**src/rtl/btn_pkg.sv**
```systemverilog
// rtl/btn_pkg.sv - shared state enum, default timing and sizing helper for the button conditioner
package btn_pkg;

    // Per-channel debounce / hold state
    typedef enum logic [1:0] {
        IDLE      = 2'd0,
        DEB_PRESS = 2'd1,
        HELD      = 2'd2,
        DEB_REL   = 2'd3
    } btn_state_e;

    // Default timing, in clock cycles
    localparam int DEF_DEBOUNCE_CYC  = 16;
    localparam int DEF_REPEAT_DELAY  = 25000000;
    localparam int DEF_REPEAT_PERIOD = 5000000;

    // Counter width for a count limit; never narrower than one bit
    function automatic int cnt_width(input int limit);
        return (limit > 1) ? $clog2(limit) : 1;
    endfunction

    // Larger of two widths
    function automatic int max_width(input int a, input int b);
        return (a > b) ? a : b;
    endfunction

endpackage

```
**src/rtl/btn_channel.sv**
```systemverilog
// rtl/btn_channel.sv - one key channel: synchronizer, debounce FSM and auto-repeat counter
module btn_channel
    import btn_pkg::*;
#(
    parameter int DEBOUNCE_CYC  = DEF_DEBOUNCE_CYC,
    parameter int REPEAT_DELAY  = DEF_REPEAT_DELAY,
    parameter int REPEAT_PERIOD = DEF_REPEAT_PERIOD
) (
    input  logic clk_i,
    input  logic rst_ni,
    input  logic key_ni,
    input  logic repeat_en_i,
    output logic level_o,
    output logic press_o,
    output logic release_o
);

    localparam int DW = cnt_width(DEBOUNCE_CYC);
    localparam int RW = max_width(cnt_width(REPEAT_DELAY), cnt_width(REPEAT_PERIOD));

    localparam logic [DW-1:0] DEB_LAST    = DW'(DEBOUNCE_CYC - 1);
    localparam logic [DW-1:0] DEB_MAX     = '1;
    localparam logic [RW-1:0] DELAY_LAST  = RW'(REPEAT_DELAY - 1);
    localparam logic [RW-1:0] PERIOD_LAST = RW'(REPEAT_PERIOD - 1);
    localparam logic [RW-1:0] REP_MAX     = '1;

    // Synchronizer stages hold the pressed sense (1 = pressed), so reset means released
    logic sync1_q, sync2_q;
    logic pressed;

    btn_state_e state_q, state_d;
    logic [DW-1:0] deb_cnt_q, deb_cnt_d;
    logic [RW-1:0] rep_cnt_q, rep_cnt_d;
    // Set while waiting for the first repeat after a fresh press
    logic rep_first_q, rep_first_d;
    logic level_q, level_d;
    logic press_q, press_d;
    logic release_q, release_d;
    logic [RW-1:0] rep_last;

    assign pressed  = sync2_q;
    assign rep_last = rep_first_q ? DELAY_LAST : PERIOD_LAST;

    // Two-flop synchronizer on the raw key, inverted on entry
    always_ff @(posedge clk_i or negedge rst_ni) begin
        if (!rst_ni) begin
            sync1_q <= 1'b0;
            sync2_q <= 1'b0;
        end else begin
            sync1_q <= ~key_ni;
            sync2_q <= sync1_q;
        end
    end

    // State, counter and output registers
    always_ff @(posedge clk_i or negedge rst_ni) begin
        if (!rst_ni) begin
            state_q     <= IDLE;
            deb_cnt_q   <= '0;
            rep_cnt_q   <= '0;
            rep_first_q <= 1'b1;
            level_q     <= 1'b0;
            press_q     <= 1'b0;
            release_q   <= 1'b0;
        end else begin
            state_q     <= state_d;
            deb_cnt_q   <= deb_cnt_d;
            rep_cnt_q   <= rep_cnt_d;
            rep_first_q <= rep_first_d;
            level_q     <= level_d;
            press_q     <= press_d;
            release_q   <= release_d;
        end
    end

    // Next-state, counter and pulse decode
    always_comb begin
        state_d     = state_q;
        deb_cnt_d   = deb_cnt_q;
        rep_cnt_d   = rep_cnt_q;
        rep_first_d = rep_first_q;
        press_d     = 1'b0;
        release_d   = 1'b0;

        case (state_q)
            IDLE: begin
                deb_cnt_d = '0;
                if (pressed) begin
                    state_d = DEB_PRESS;
                end
            end

            DEB_PRESS: begin
                if (!pressed) begin
                    state_d   = IDLE;
                    deb_cnt_d = '0;
                end else if (deb_cnt_q == DEB_LAST) begin
                    state_d     = HELD;
                    deb_cnt_d   = '0;
                    press_d     = 1'b1;
                    rep_cnt_d   = '0;
                    rep_first_d = 1'b1;
                end else if (deb_cnt_q != DEB_MAX) begin
                    deb_cnt_d = deb_cnt_q + DW'(1);
                end
            end

            HELD: begin
                deb_cnt_d = '0;
                if (!pressed) begin
                    // Repeat counter freezes while the release is being qualified
                    state_d = DEB_REL;
                end else if (repeat_en_i) begin
                    if (rep_cnt_q == rep_last) begin
                        press_d     = 1'b1;
                        rep_cnt_d   = '0;
                        rep_first_d = 1'b0;
                    end else if (rep_cnt_q != REP_MAX) begin
                        rep_cnt_d = rep_cnt_q + RW'(1);
                    end
                end
            end

            DEB_REL: begin
                if (pressed) begin
                    // Bounce back to held: restart the repeat period, no pulse
                    state_d     = HELD;
                    deb_cnt_d   = '0;
                    rep_cnt_d   = '0;
                    rep_first_d = 1'b0;
                end else if (deb_cnt_q == DEB_LAST) begin
                    state_d   = IDLE;
                    deb_cnt_d = '0;
                    release_d = 1'b1;
                end else if (deb_cnt_q != DEB_MAX) begin
                    deb_cnt_d = deb_cnt_q + DW'(1);
                end
            end

            default: begin
                state_d   = IDLE;
                deb_cnt_d = '0;
            end
        endcase

        // Dropping the enable in any cycle restarts the initial repeat delay
        if (!repeat_en_i) begin
            rep_cnt_d   = '0;
            rep_first_d = 1'b1;
        end

        level_d = (state_d == HELD) || (state_d == DEB_REL);
    end

    assign level_o   = level_q;
    assign press_o   = press_q;
    assign release_o = release_q;

endmodule

```
**src/rtl/button_conditioner.sv**
```systemverilog
// rtl/button_conditioner.sv - N_CH independent debounced keys with auto-repeat
module button_conditioner
    import btn_pkg::*;
#(
    parameter int N_CH          = 2,
    parameter int DEBOUNCE_CYC  = DEF_DEBOUNCE_CYC,
    parameter int REPEAT_DELAY  = DEF_REPEAT_DELAY,
    parameter int REPEAT_PERIOD = DEF_REPEAT_PERIOD
) (
    input  logic            clk_i,
    input  logic            rst_ni,
    input  logic [N_CH-1:0] key_ni,
    input  logic [N_CH-1:0] repeat_en_i,
    output logic [N_CH-1:0] level_o,
    output logic [N_CH-1:0] press_o,
    output logic [N_CH-1:0] release_o
);

    // One fully independent conditioner per key
    for (genvar i = 0; i < N_CH; i++) begin : g_ch
        btn_channel #(
            .DEBOUNCE_CYC  (DEBOUNCE_CYC),
            .REPEAT_DELAY  (REPEAT_DELAY),
            .REPEAT_PERIOD (REPEAT_PERIOD)
        ) u_ch (
            .clk_i       (clk_i),
            .rst_ni      (rst_ni),
            .key_ni      (key_ni[i]),
            .repeat_en_i (repeat_en_i[i]),
            .level_o     (level_o[i]),
            .press_o     (press_o[i]),
            .release_o   (release_o[i])
        );
    end

endmodule

```
**config.mk**
```make
export PLATFORM = sky130hd
export DESIGN_NAME = button_conditioner
export DESIGN_NICKNAME = d
export VERILOG_FILES = /design/src/rtl/btn_pkg.sv /design/src/rtl/btn_channel.sv /design/src/rtl/button_conditioner.sv
export SDC_FILE = /design/constraint.sdc
export NUM_CORES = 1
export LEC_CHECK = 0
export BUFFER_PORTS_ARGS = -buffer_cell sky130_fd_sc_hd__buf_2
export CORE_AREA = 2 2 107 109
export CTS_BUF_LIST = sky130_fd_sc_hd__clkbuf_16
export CTS_CLUSTER_DIAMETER = 80
export DETAILED_ROUTE_END_ITERATION = 8
export DIE_AREA = 0 0 109 111
export PLACE_DENSITY = 0.63
export SYNTH_ARGS = -nofsm -noshare
export SYNTH_HDL_FRONTEND = slang
export SYNTH_SLANG_ARGS = --single-unit
```
**constraint.sdc**
```tcl
create_clock -name clk_i -period 3 [get_ports clk_i]
set_input_delay 0.15 -clock clk_i [delete_from_list [all_inputs] [get_ports clk_i]]
set_output_delay 0.15 -clock clk_i [all_outputs]
set_load 0.1 [all_outputs]
```
# == Yosys cells after proc, flatten, opt, wreduce, memory -nomap -nowiden ==
# Index checks and enable logic that the tools add are counted.
# totals
reg_bits,74
latch_bits,0
ramBits,0
romBits,0
output_inout_bits,6
elab_cells,138
n_memories,0
# classes
n_addsub,4
multipliers,0
div_mod_pow,0
order_cmp,0
eq_ne,32
shift,0
muxes,72
bitwise,2
n_reduce_logical,10
# ops
op,n
$mux 25,16
$pmux 25 s3,2
$add 25x1->25 const B,2
$eq 25x25->1,2
$ne 25x25->1 const B,2
$mux 4,8
$ne 3x2->1 const B,10
$mux 1,26
$mux 2,12
$pmux 4 s3,2
$reduce_and 6->1,4
$eq 2x2->1 const B,8
$pmux 2 s4,2
$add 4x1->4 const B,2
$eq 4x4->1 const B,2
$ne 4x1->1 const B,2
$ne 4x2->1 const B,2
$ne 4x4->1 const B,2
$pmux 1 s3,2
$eq 2x1->1 const B,2
$logic_not 2->1,2
$pmux 1 s2,2
$reduce_or 2->1,2
$logic_or 1x1->1,2
$not 1->1,2

# == Logic depth before layout (Yosys ltp) ==
# Gate-level depths: netlist of the first run.
# depth
word_depth,6
depth_mapped,10

# == Cells and area by module ==
# A second synthesis of the first run with hierarchy kept.
# hier_totals
hier_cells,455
hier_area_um2,4285.4
# modules_own_cells
mod,instances,cells_per_inst,area_each_um2,seq_area_each_um2
btn_channel at g_ch[0].u_ch,1,219,2184.6,902.1
btn_channel at g_ch[1].u_ch,1,236,2100.8,927.1

# == Worst setup path before layout of the first run ==
# OpenSTA, ideal clock, no wires.
# synth_path
kind,register to register
from,reg g_ch[1].u_ch.rep_cnt_q[16]
to,reg g_ch[1].u_ch.rep_cnt_q[9]
setup_time_ns,0.128
t_arrival_ns,2.530
slack_ns,0.342
stages_incl_launch_ff,9
synth_period_minus_slack_ns,2.658
cell_sequence,dfrtp_1 > or4_1 > or4b_4 > a2111oi_4 > or2_1 > buf_6 > buf_12 > a2bb2oi_1 > o31ai_1
# synth_between
elab_chain_cells,5
elab_cells_between_ends,8
classes_between,3 x eq/ne; 4 x mux; 1 x reduce/logical
# synth_lines
item,line_no,rtl
"start, declared",btn_channel.sv:33,"logic [RW-1:0] rep_cnt_q, rep_cnt_d;"
"start signal, assigned",btn_channel.sv:68,rep_cnt_q <= rep_cnt_d;
$eq 25x25->1,btn_channel.sv:114,if (rep_cnt_q == rep_last) begin
$mux 25,btn_channel.sv:114,
$mux 25,btn_channel.sv:110,if (!pressed) begin
$pmux 25 s3,btn_channel.sv:85,case (state_q)
$mux 25,btn_channel.sv:147,if (!repeat_en_i) begin
# Parallel ways exist; a longest one is shown, timed or not. The select of a mux whose other input is x is not followed.
# A chain may end at the register's enable or synchronous reset.

# == Worst setup path in the final report of the first run ==
# layout_path
from,reg g_ch[1].u_ch.rep_cnt_q[16]
to,reg g_ch[1].u_ch.rep_cnt_q[7]
# The elaborated chain is that of the path after synthesis.

==> results of run 1 <==
==> cell type report <==
type                    count  area [um^2]  area share
multi-input cells         352         2170       0.460
flip-flops and latches     74         1850       0.394
clock buffers               9          225      0.0478
repair buffers             27          185      0.0393
well taps                 143          179      0.0380
clock inverters             7         61.3      0.0130
inverters                  11         41.3     0.00876
==> layer usage <==
| metal | track usage | vias to the layer above | wire (um) |
|---|---|---|---|
| met3 | 0.0476 | 12 | 510 |
| met2 | 0.275 | 101 | 4730 |
| met5 | 0 | - | 0 |
| li1 | - | 1738 | - |
| met4 | 0.0607 | 0 | 123 |
| met1 | 0.220 | 1750 | 4470 |
==> cell usage in the layout (no fill, tap or decap), types with 8 or more instances in the layout <==
master,netlist,final
sky130_fd_sc_hd__nand2_1,45,45
sky130_fd_sc_hd__clkbuf_16,0,9
sky130_fd_sc_hd__xor2_1,11,11
sky130_fd_sc_hd__a21oi_1,22,22
sky130_fd_sc_hd__nor4_1,8,8
sky130_fd_sc_hd__nor2_1,40,40
sky130_fd_sc_hd__buf_4,6,14
sky130_fd_sc_hd__dfrtp_1,72,72
sky130_fd_sc_hd__nor3_1,18,18
sky130_fd_sc_hd__o21ai_0,24,23
sky130_fd_sc_hd__o31ai_1,20,20
sky130_fd_sc_hd__a2bb2oi_1,9,9
sky130_fd_sc_hd__inv_1,11,12
sky130_fd_sc_hd__buf_2,1,10
sky130_fd_sc_hd__nand4_1,17,17
sky130_fd_sc_hd__ha_1,12,12
sky130_fd_sc_hd__nand3_1,39,39
==> path summary, 6_finish.rpt <==
| check | startpoint | endpoint | slack [ns] |
|---|---|---|---|
| worst max-delay path | g_ch[1].u_ch.rep_cnt_q[16] | g_ch[1].u_ch.rep_cnt_q[7] | 0.24 |
| worst min-delay path | repeat_en_i[1] | g_ch[1].u_ch.rep_first_q | 0.14 |
| worst max register to register | g_ch[1].u_ch.rep_cnt_q[16] | g_ch[1].u_ch.rep_cnt_q[7] | 0.24 |
| worst min register to register | g_ch[0].u_ch.sync1_q | g_ch[0].u_ch.pressed | 0.35 |
| max in group asynchronous | rst_ni | g_ch[1].u_ch.deb_cnt_q[0] | 1.90 |
| min in group asynchronous | rst_ni | g_ch[0].u_ch.rep_cnt_q[20] | 0.50 |
==> per-stage QoR <==
step	utilization	hold slack (ns)	total power (W)	instance area (um^2)
CTS	0.425	0.124	0.00313	4710
detailed placement	0.397	0.297	0.00208	4400
global placement	0.397	0.294	0.00206	4400
floorplan	-	-0.146	0.00190	4200
finish	0.425	0.136	0.00311	4710
global route	0.425	0.155	0.00330	4710
==> tightest hold or removal path, delay by kind of cell <==
| family | cells | cell delay (ns) |
|---|---|---|
| buffers and inverters | 1 | 0.12 |
| AO/OA/AOI/OAI | 2 | 0.20 |
==> power by group through the flow <==
| stage | Clock (W) | Sequential (W) | Combinational (W) |
|---|---|---|---|
| 3_3_place_gp | 0 | 0.00117 | 0.000889 |
| 6_report | 0.00104 | 0.00116 | 0.000914 |
| 5_1_grt | 0.00111 | 0.00117 | 0.00102 |
| 3_5_place_dp | 0 | 0.00117 | 0.000906 |
| 4_1_cts | 0.00107 | 0.00116 | 0.000911 |
| 2_1_floorplan | 0 | 0.00115 | 0.000744 |
==> sequential cells by signal, indices dropped and copies added (netlist names) <==
| signal | cells |
|---|---|
| g_ch.u_ch.rep_cnt_q | 50 |
| g_ch.u_ch.press_o | 2 |
| g_ch.u_ch.pressed | 2 |
| g_ch.u_ch.deb_cnt_q | 8 |
| g_ch.u_ch.sync1_q | 2 |
| g_ch.u_ch.level_o | 2 |
| g_ch.u_ch.release_o | 2 |
| g_ch.u_ch.state_q | 4 |
| g_ch.u_ch.rep_first_q | 2 |
==> logic make-up (layout without fill, tap and decap cells) <==
logic type               count (synthesis)  after routing  share of synthesized area
AND/OR/NAND/NOR                        216            216                      0.270
AO/OA/AOI/OAI                          109            109                      0.178
flip-flops                              74             74                      0.441
buffers and inverters                   31             54                     0.0437
XOR/XNOR                                14             14                     0.0292
adder cells (fa/ha/maj)                 12             12                     0.0357
multiplexers                             1              1                    0.00268
==> results.yml, run 1 <==
cts:
  cts_buffer_depth: 2
  cts_tree: "done"
  cts_htree_levels: 3
  clock-root-buffer: "sky130_fd_sc_hd__clkbuf_16"
  cts_buf_count: 9
  clock_sink_count: 74
  insertion_delay_ns: 0.33
  clk_pin_slew_ns: 0.06
  cts_post_setup_buffers_inserted: 0
  post_cts_resized: 0
  number_of_hold_repair_buffers_added_at_the_cts_stage: 3
logic_synthesis:
  yosys-top-cells-area: "sky130_fd_sc_hd__dfrtp_1 (43%), sky130_fd_sc_hd__nand3_1 (4.6%), sky130_fd_sc_hd__nand2_1 (4.0%)"
  yosys.area.top_type: "sky130_fd_sc_hd__dfrtp_1"
  synthCells: 457
  avgSynthCellArea_um2: 9.20
  postSynthRegisterBits: 74
  most_common_cell_in_the_netlist: "sky130_fd_sc_hd__dfrtp_1"
  syn-num-nets: 475
  synth_largest_type_area_fraction: 0.429
  synthArstFlopShare: 1.00
  synth_sequential_area_ratio: 0.441
  synth-edff-count: 0
  synth_common_cells: "sky130_fd_sc_hd__dfrtp_1 (72), sky130_fd_sc_hd__nand2_1 (45), sky130_fd_sc_hd__nor2_1 (40), sky130_fd_sc_hd__nand3_1 (39), sky130_fd_sc_hd__o21ai_0 (24)"
  syn_area_um2: 4200
  synth-main-ff-cell: "sky130_fd_sc_hd__dfrtp_1"
  synth.yosys.warnings: 0
  synth.distinct_cells: 57
setup_path:
  worstPathRequired_ns: 3.20
  timing.critical_path.max_delay_family: "simple AND/OR/NAND/NOR gates"
  timing.reg2reg.worst_path_depth: 7
  timing.critical_path.depth: 7
  worst_setup_path_end_kind: "flop"
  critPathLaunchType: "flop"
  critPathBufInv: 1
  worst_path_max_delay_cell: "sky130_fd_sc_hd__or4b_4"
  type_of_the_worst_setup_path: "flop to flop"
  arrival_ns: 2.95
  critPathMaxStageDelay_ns: 0.54
  crit_fanout: 16
  worstPathCellList: "or4_1 > or4b_4 > a2111oi_4 > buf_4 > nor2_1 > nand2_2 > o31ai_1"
timing:
  maxSlewViolCount: 0
  setup-tns-final_ns: 0
  final_critical_path_setup_slack_ns: 0.244
  fmax_mhz: 363
  final.min_clock_period_ns: 2.76
  finalClockSkew_ns: 0.00427
  post-route-period-util: 0.919
  setup_violations: 0
  grt_setup_unrepaired: "false"
  max-slew-margin-rel: 0.367
  finalHoldViolations: 0
  worst-slew-pin-transition_ns: 0.941
power:
  p_sw_frac: 0.349
  share_comb_of_total_power: 0.294
  power-per-cell-area_nw_per_um2: 660
  p_seq_frac: 0.372
  power.static_leakage_nw: 1.93
  share_clk_of_total_power: 0.334
  cell_int_power_w: 0.00202
  net-switching-power_w: 0.00109
  ir_worst_vdd_v: 0.000370
grt:
  global_route_usage_over_all_layers: 0.171
  grt_antenna_before_repair: 0
  grt_start_max_net_pins: 75
  global_route_wire_length_before_repair_um: 16500
  via_count_of_the_first_global_routing_pass: 3514
  grt_overflow: 0
route:
  drt-vias-per-instance: 5.78
  drt-initial-drc-count: 195
  routedWlPerCell_um: 15.8
  routed_wl_um: 9830
  firstDrtPassIters: 5
  drcViolationCount: 0
  antenna_violating_nets_post_route: 0
  route.vias.total: 3601
layout:
  final_nets: 493
  drive_above_1_share: 0.106
  antennaDiodeCount: 0
  flow.area_growth_from_synthesis_pct: 12.1
  filler_cell_count_in_the_final_layout: 1066
  layoutNonFillerInstCount: 623
floorplan:
  chipWidth_um: 109
  io_pins: 12
  core_area_um2: 11100
  floorplan.rows: 39
  die_height_um: 111
  start_util: 0.380
  die_area_um2: 12100
placed_design:
  post-dp-hpwl_um: 6730
  routabilityCongestion: 0.960
  numPortBuffers: 11
  setup_ws_pre_cts_ns: 0.255
  dpl.cell_count: 604
worst_hold_path:
  hold_crit_path_type: "input port to flop"
  whs_path_depth: 3
status:
  outcome: "finished clean"
run:
  max_cap_viol_count: 0
No activity file was read; power rests on OpenSTA's default activity.
==> run 2, diff against run 1 <==
Settings changed: CELL_PAD_IN_SITES_DETAIL_PLACEMENT from default to 0, CELL_PAD_IN_SITES_GLOBAL_PLACEMENT from default to 1, PLACE_DENSITY 0.63 to 0.74.
==> run 2 against run 1 <==
  * The flow now finishes with violations (negative hold slack)
  * Wire length increased by 0.88%
  * Power increased by 2.9%
  * Clock skew increased by 0.0019 ns
  * Die area unchanged
  * Setup slack got worse by 0.013 ns
  * Sequential share of layout area decreased by 0.052 points
  * Hold slack got worse by 0.18 ns
  * Register-to-register slack about the same
  * Via count decreased by 2.1%
  * Core utilization increased by 0.056 points
  * Maximum frequency decreased by 0.45%
==> results.yml, run 2 (synthesis results as in run 1) <==
timing:
  grt_setup_unrepaired: "false"
  setup_violations: 0
  finalHoldViolations: 28
  fmax_mhz: 361
  post-route-period-util: 0.923
  max-slew-margin-rel: 0.358
  maxSlewViolCount: 0
  timing.hold.ws_ns: -0.0419
  finalClockSkew_ns: 0.00618
  final.min_clock_period_ns: 2.77
  worst-slew-pin-transition_ns: 0.963
  setup-tns-final_ns: 0
power:
  ir_worst_vdd_v: 0.000511
  power-per-cell-area_nw_per_um2: 678
  p_total_w: 0.00320
  power.static_leakage_nw: 1.94
status:
  outcome: "finished, violations left"
  failed_checks: "negative hold slack"
layout:
  drive_above_1_share: 0.107
  mostFrequentLayoutCells: "sky130_fd_sc_hd__dfrtp_1 (72), sky130_fd_sc_hd__nand2_1 (45), sky130_fd_sc_hd__nor2_1 (40), sky130_fd_sc_hd__nand3_1 (39), sky130_fd_sc_hd__o21ai_0 (23)"
  largest-register: "g_ch.u_ch.rep_cnt_q"
  number_of_flip_flops_under_the_largest_register_name: 50
  flow.area_growth_from_synthesis_pct: 12.2
  top_regs: "g_ch.u_ch.rep_cnt_q x50, g_ch.u_ch.deb_cnt_q x8, g_ch.u_ch.state_q x4"
  most_common_cell_after_layout_fill_and_taps_aside: "sky130_fd_sc_hd__dfrtp_1"
  antennaDiodeCount: 0
  final_nets: 491
  post_route_cell_area_um2: 4720
setup_path:
  worstPathRequired_ns: 3.20
  reg2reg_setup_slack_ns: 0.23
  crit_fanout: 16
  worst_setup_path_end_kind: "flop"
  type_of_the_worst_setup_path: "flop to flop"
  arrival_ns: 2.97
  critPathLaunchType: "flop"
grt:
  global_route_wire_length_before_repair_um: 17200
  grt.met3_usage: 0.0511
  grt_antenna_before_repair: 0
  grt_start_max_net_pins: 75
  via_count_of_the_first_global_routing_pass: 3421
  grt_overflow: 0
  grt_use_met1: 0.248
  global_route.peak_usage_layer: "met2"
  global_route_usage_over_all_layers: 0.179
  globalRouteMet2Util: 0.267
route:
  drt-vias-per-instance: 5.67
  routedWlPerCell_um: 16.0
  drcViolationCount: 0
  antenna_violating_nets_post_route: 0
  firstDrtPassIters: 7
  route.vias.total: 3524
  drt-initial-drc-count: 242
  routed_wl_um: 9920
cts:
  cts_buf_count: 9
  clock_sink_count: 74
  clock-root-buffer: "sky130_fd_sc_hd__clkbuf_16"
  insertion_delay_ns: 0.33
  cts_buffer_depth: 2
  cts_tree: "done"
  clk_pin_slew_ns: 0.06
  cts_htree_levels: 3
  cts_post_setup_buffers_inserted: 0
floorplan:
  die_height_um: 111
  start_util: 0.380
  floorplan.rows: 39
  core_area_um2: 11100
  chipWidth_um: 109
  io_pins: 12
  die_area_um2: 12100
placed_design:
  postPlaceCellArea_um2: 4390
  post-dp-hpwl_um: 6680
  routabilityCongestion: 0.906
  numPortBuffers: 11
worst_hold_path:
  hold_crit_path_type: "input port to asynchronous set/reset pin"
run:
  max_cap_viol_count: 0
run 2: worst paths after layout:
path	to	start	cells after the start
worst max-delay path	g_ch[1].u_ch.rep_cnt_q[21]	g_ch[1].u_ch.rep_cnt_q[16]	7
worst min-delay path	g_ch[0].u_ch.state_q[1]	rst_ni	1
worst max register to register	g_ch[1].u_ch.rep_cnt_q[21]	g_ch[1].u_ch.rep_cnt_q[16]	7
worst min register to register	g_ch[0].u_ch.pressed	g_ch[0].u_ch.sync1_q	0
max in group asynchronous	g_ch[1].u_ch.rep_cnt_q[21]	rst_ni	1
min in group clk_i	g_ch[1].u_ch.rep_first_q	repeat_en_i[1]	3
run 2: through the flow:
stage	util	hold slack, ns	worst slack [ns]	instances
floorplan	-	-0.146	0.342	457
global placement	0.396	0.293	0.266	603
detailed placement	0.396	0.297	0.240	603
CTS	0.426	0.00823	0.229	621
global route	0.426	0.0611	0.0470	621
finish	0.426	-0.0419	0.232	621
run 2: layer usage:
| metal | up-vias | wire (um) | share of wire |
|---|---|---|---|
| li1 | 1741 | - | - |
| met4 | 0 | 139 | 0.014 |
| met5 | - | 0 | 0 |
| met2 | 90 | 4540 | 0.46 |
| met1 | 1685 | 4770 | 0.48 |
| met3 | 8 | 475 | 0.048 |
run 2: critical path: stages (launching register included):
cell                        delay [ns]
sky130_fd_sc_hd__dfrtp_1          0.45
sky130_fd_sc_hd__or4_1            0.52
sky130_fd_sc_hd__or4b_4           0.54
sky130_fd_sc_hd__a2111oi_4        0.31
sky130_fd_sc_hd__buf_4            0.23
sky130_fd_sc_hd__nor2_1           0.12
sky130_fd_sc_hd__nand2_2          0.33
sky130_fd_sc_hd__o31ai_1          0.13
run 2: cell type report:
cell class                 count  area, um^2
clock buffer                   9         225
clock inverter                 7        85.1
fill                        1093        6360
inverter                      11        41.3
multi-input combinational    352        2170
sequential                    74        1850
tap                          143         179
timing repair buffer          25         168
run 2: report_power, final:
| part | switching, W | internal (W) | total, W |
|---|---|---|---|
| logic | 0.000616 | 0.000295 | 0.000912 |
| clock network | 0.000415 | 0.000719 | 0.00113 |
| registers | 0.0000643 | 0.00109 | 0.00115 |
| total | 0.00110 | 0.00210 | 0.00320 |
run 2: repair_timing:
item	in CTS	in global routing
gates resized for setup	0	0
endpoints found under the hold margin	2	0
setup endpoints to repair	0	0
hold buffers	2	0
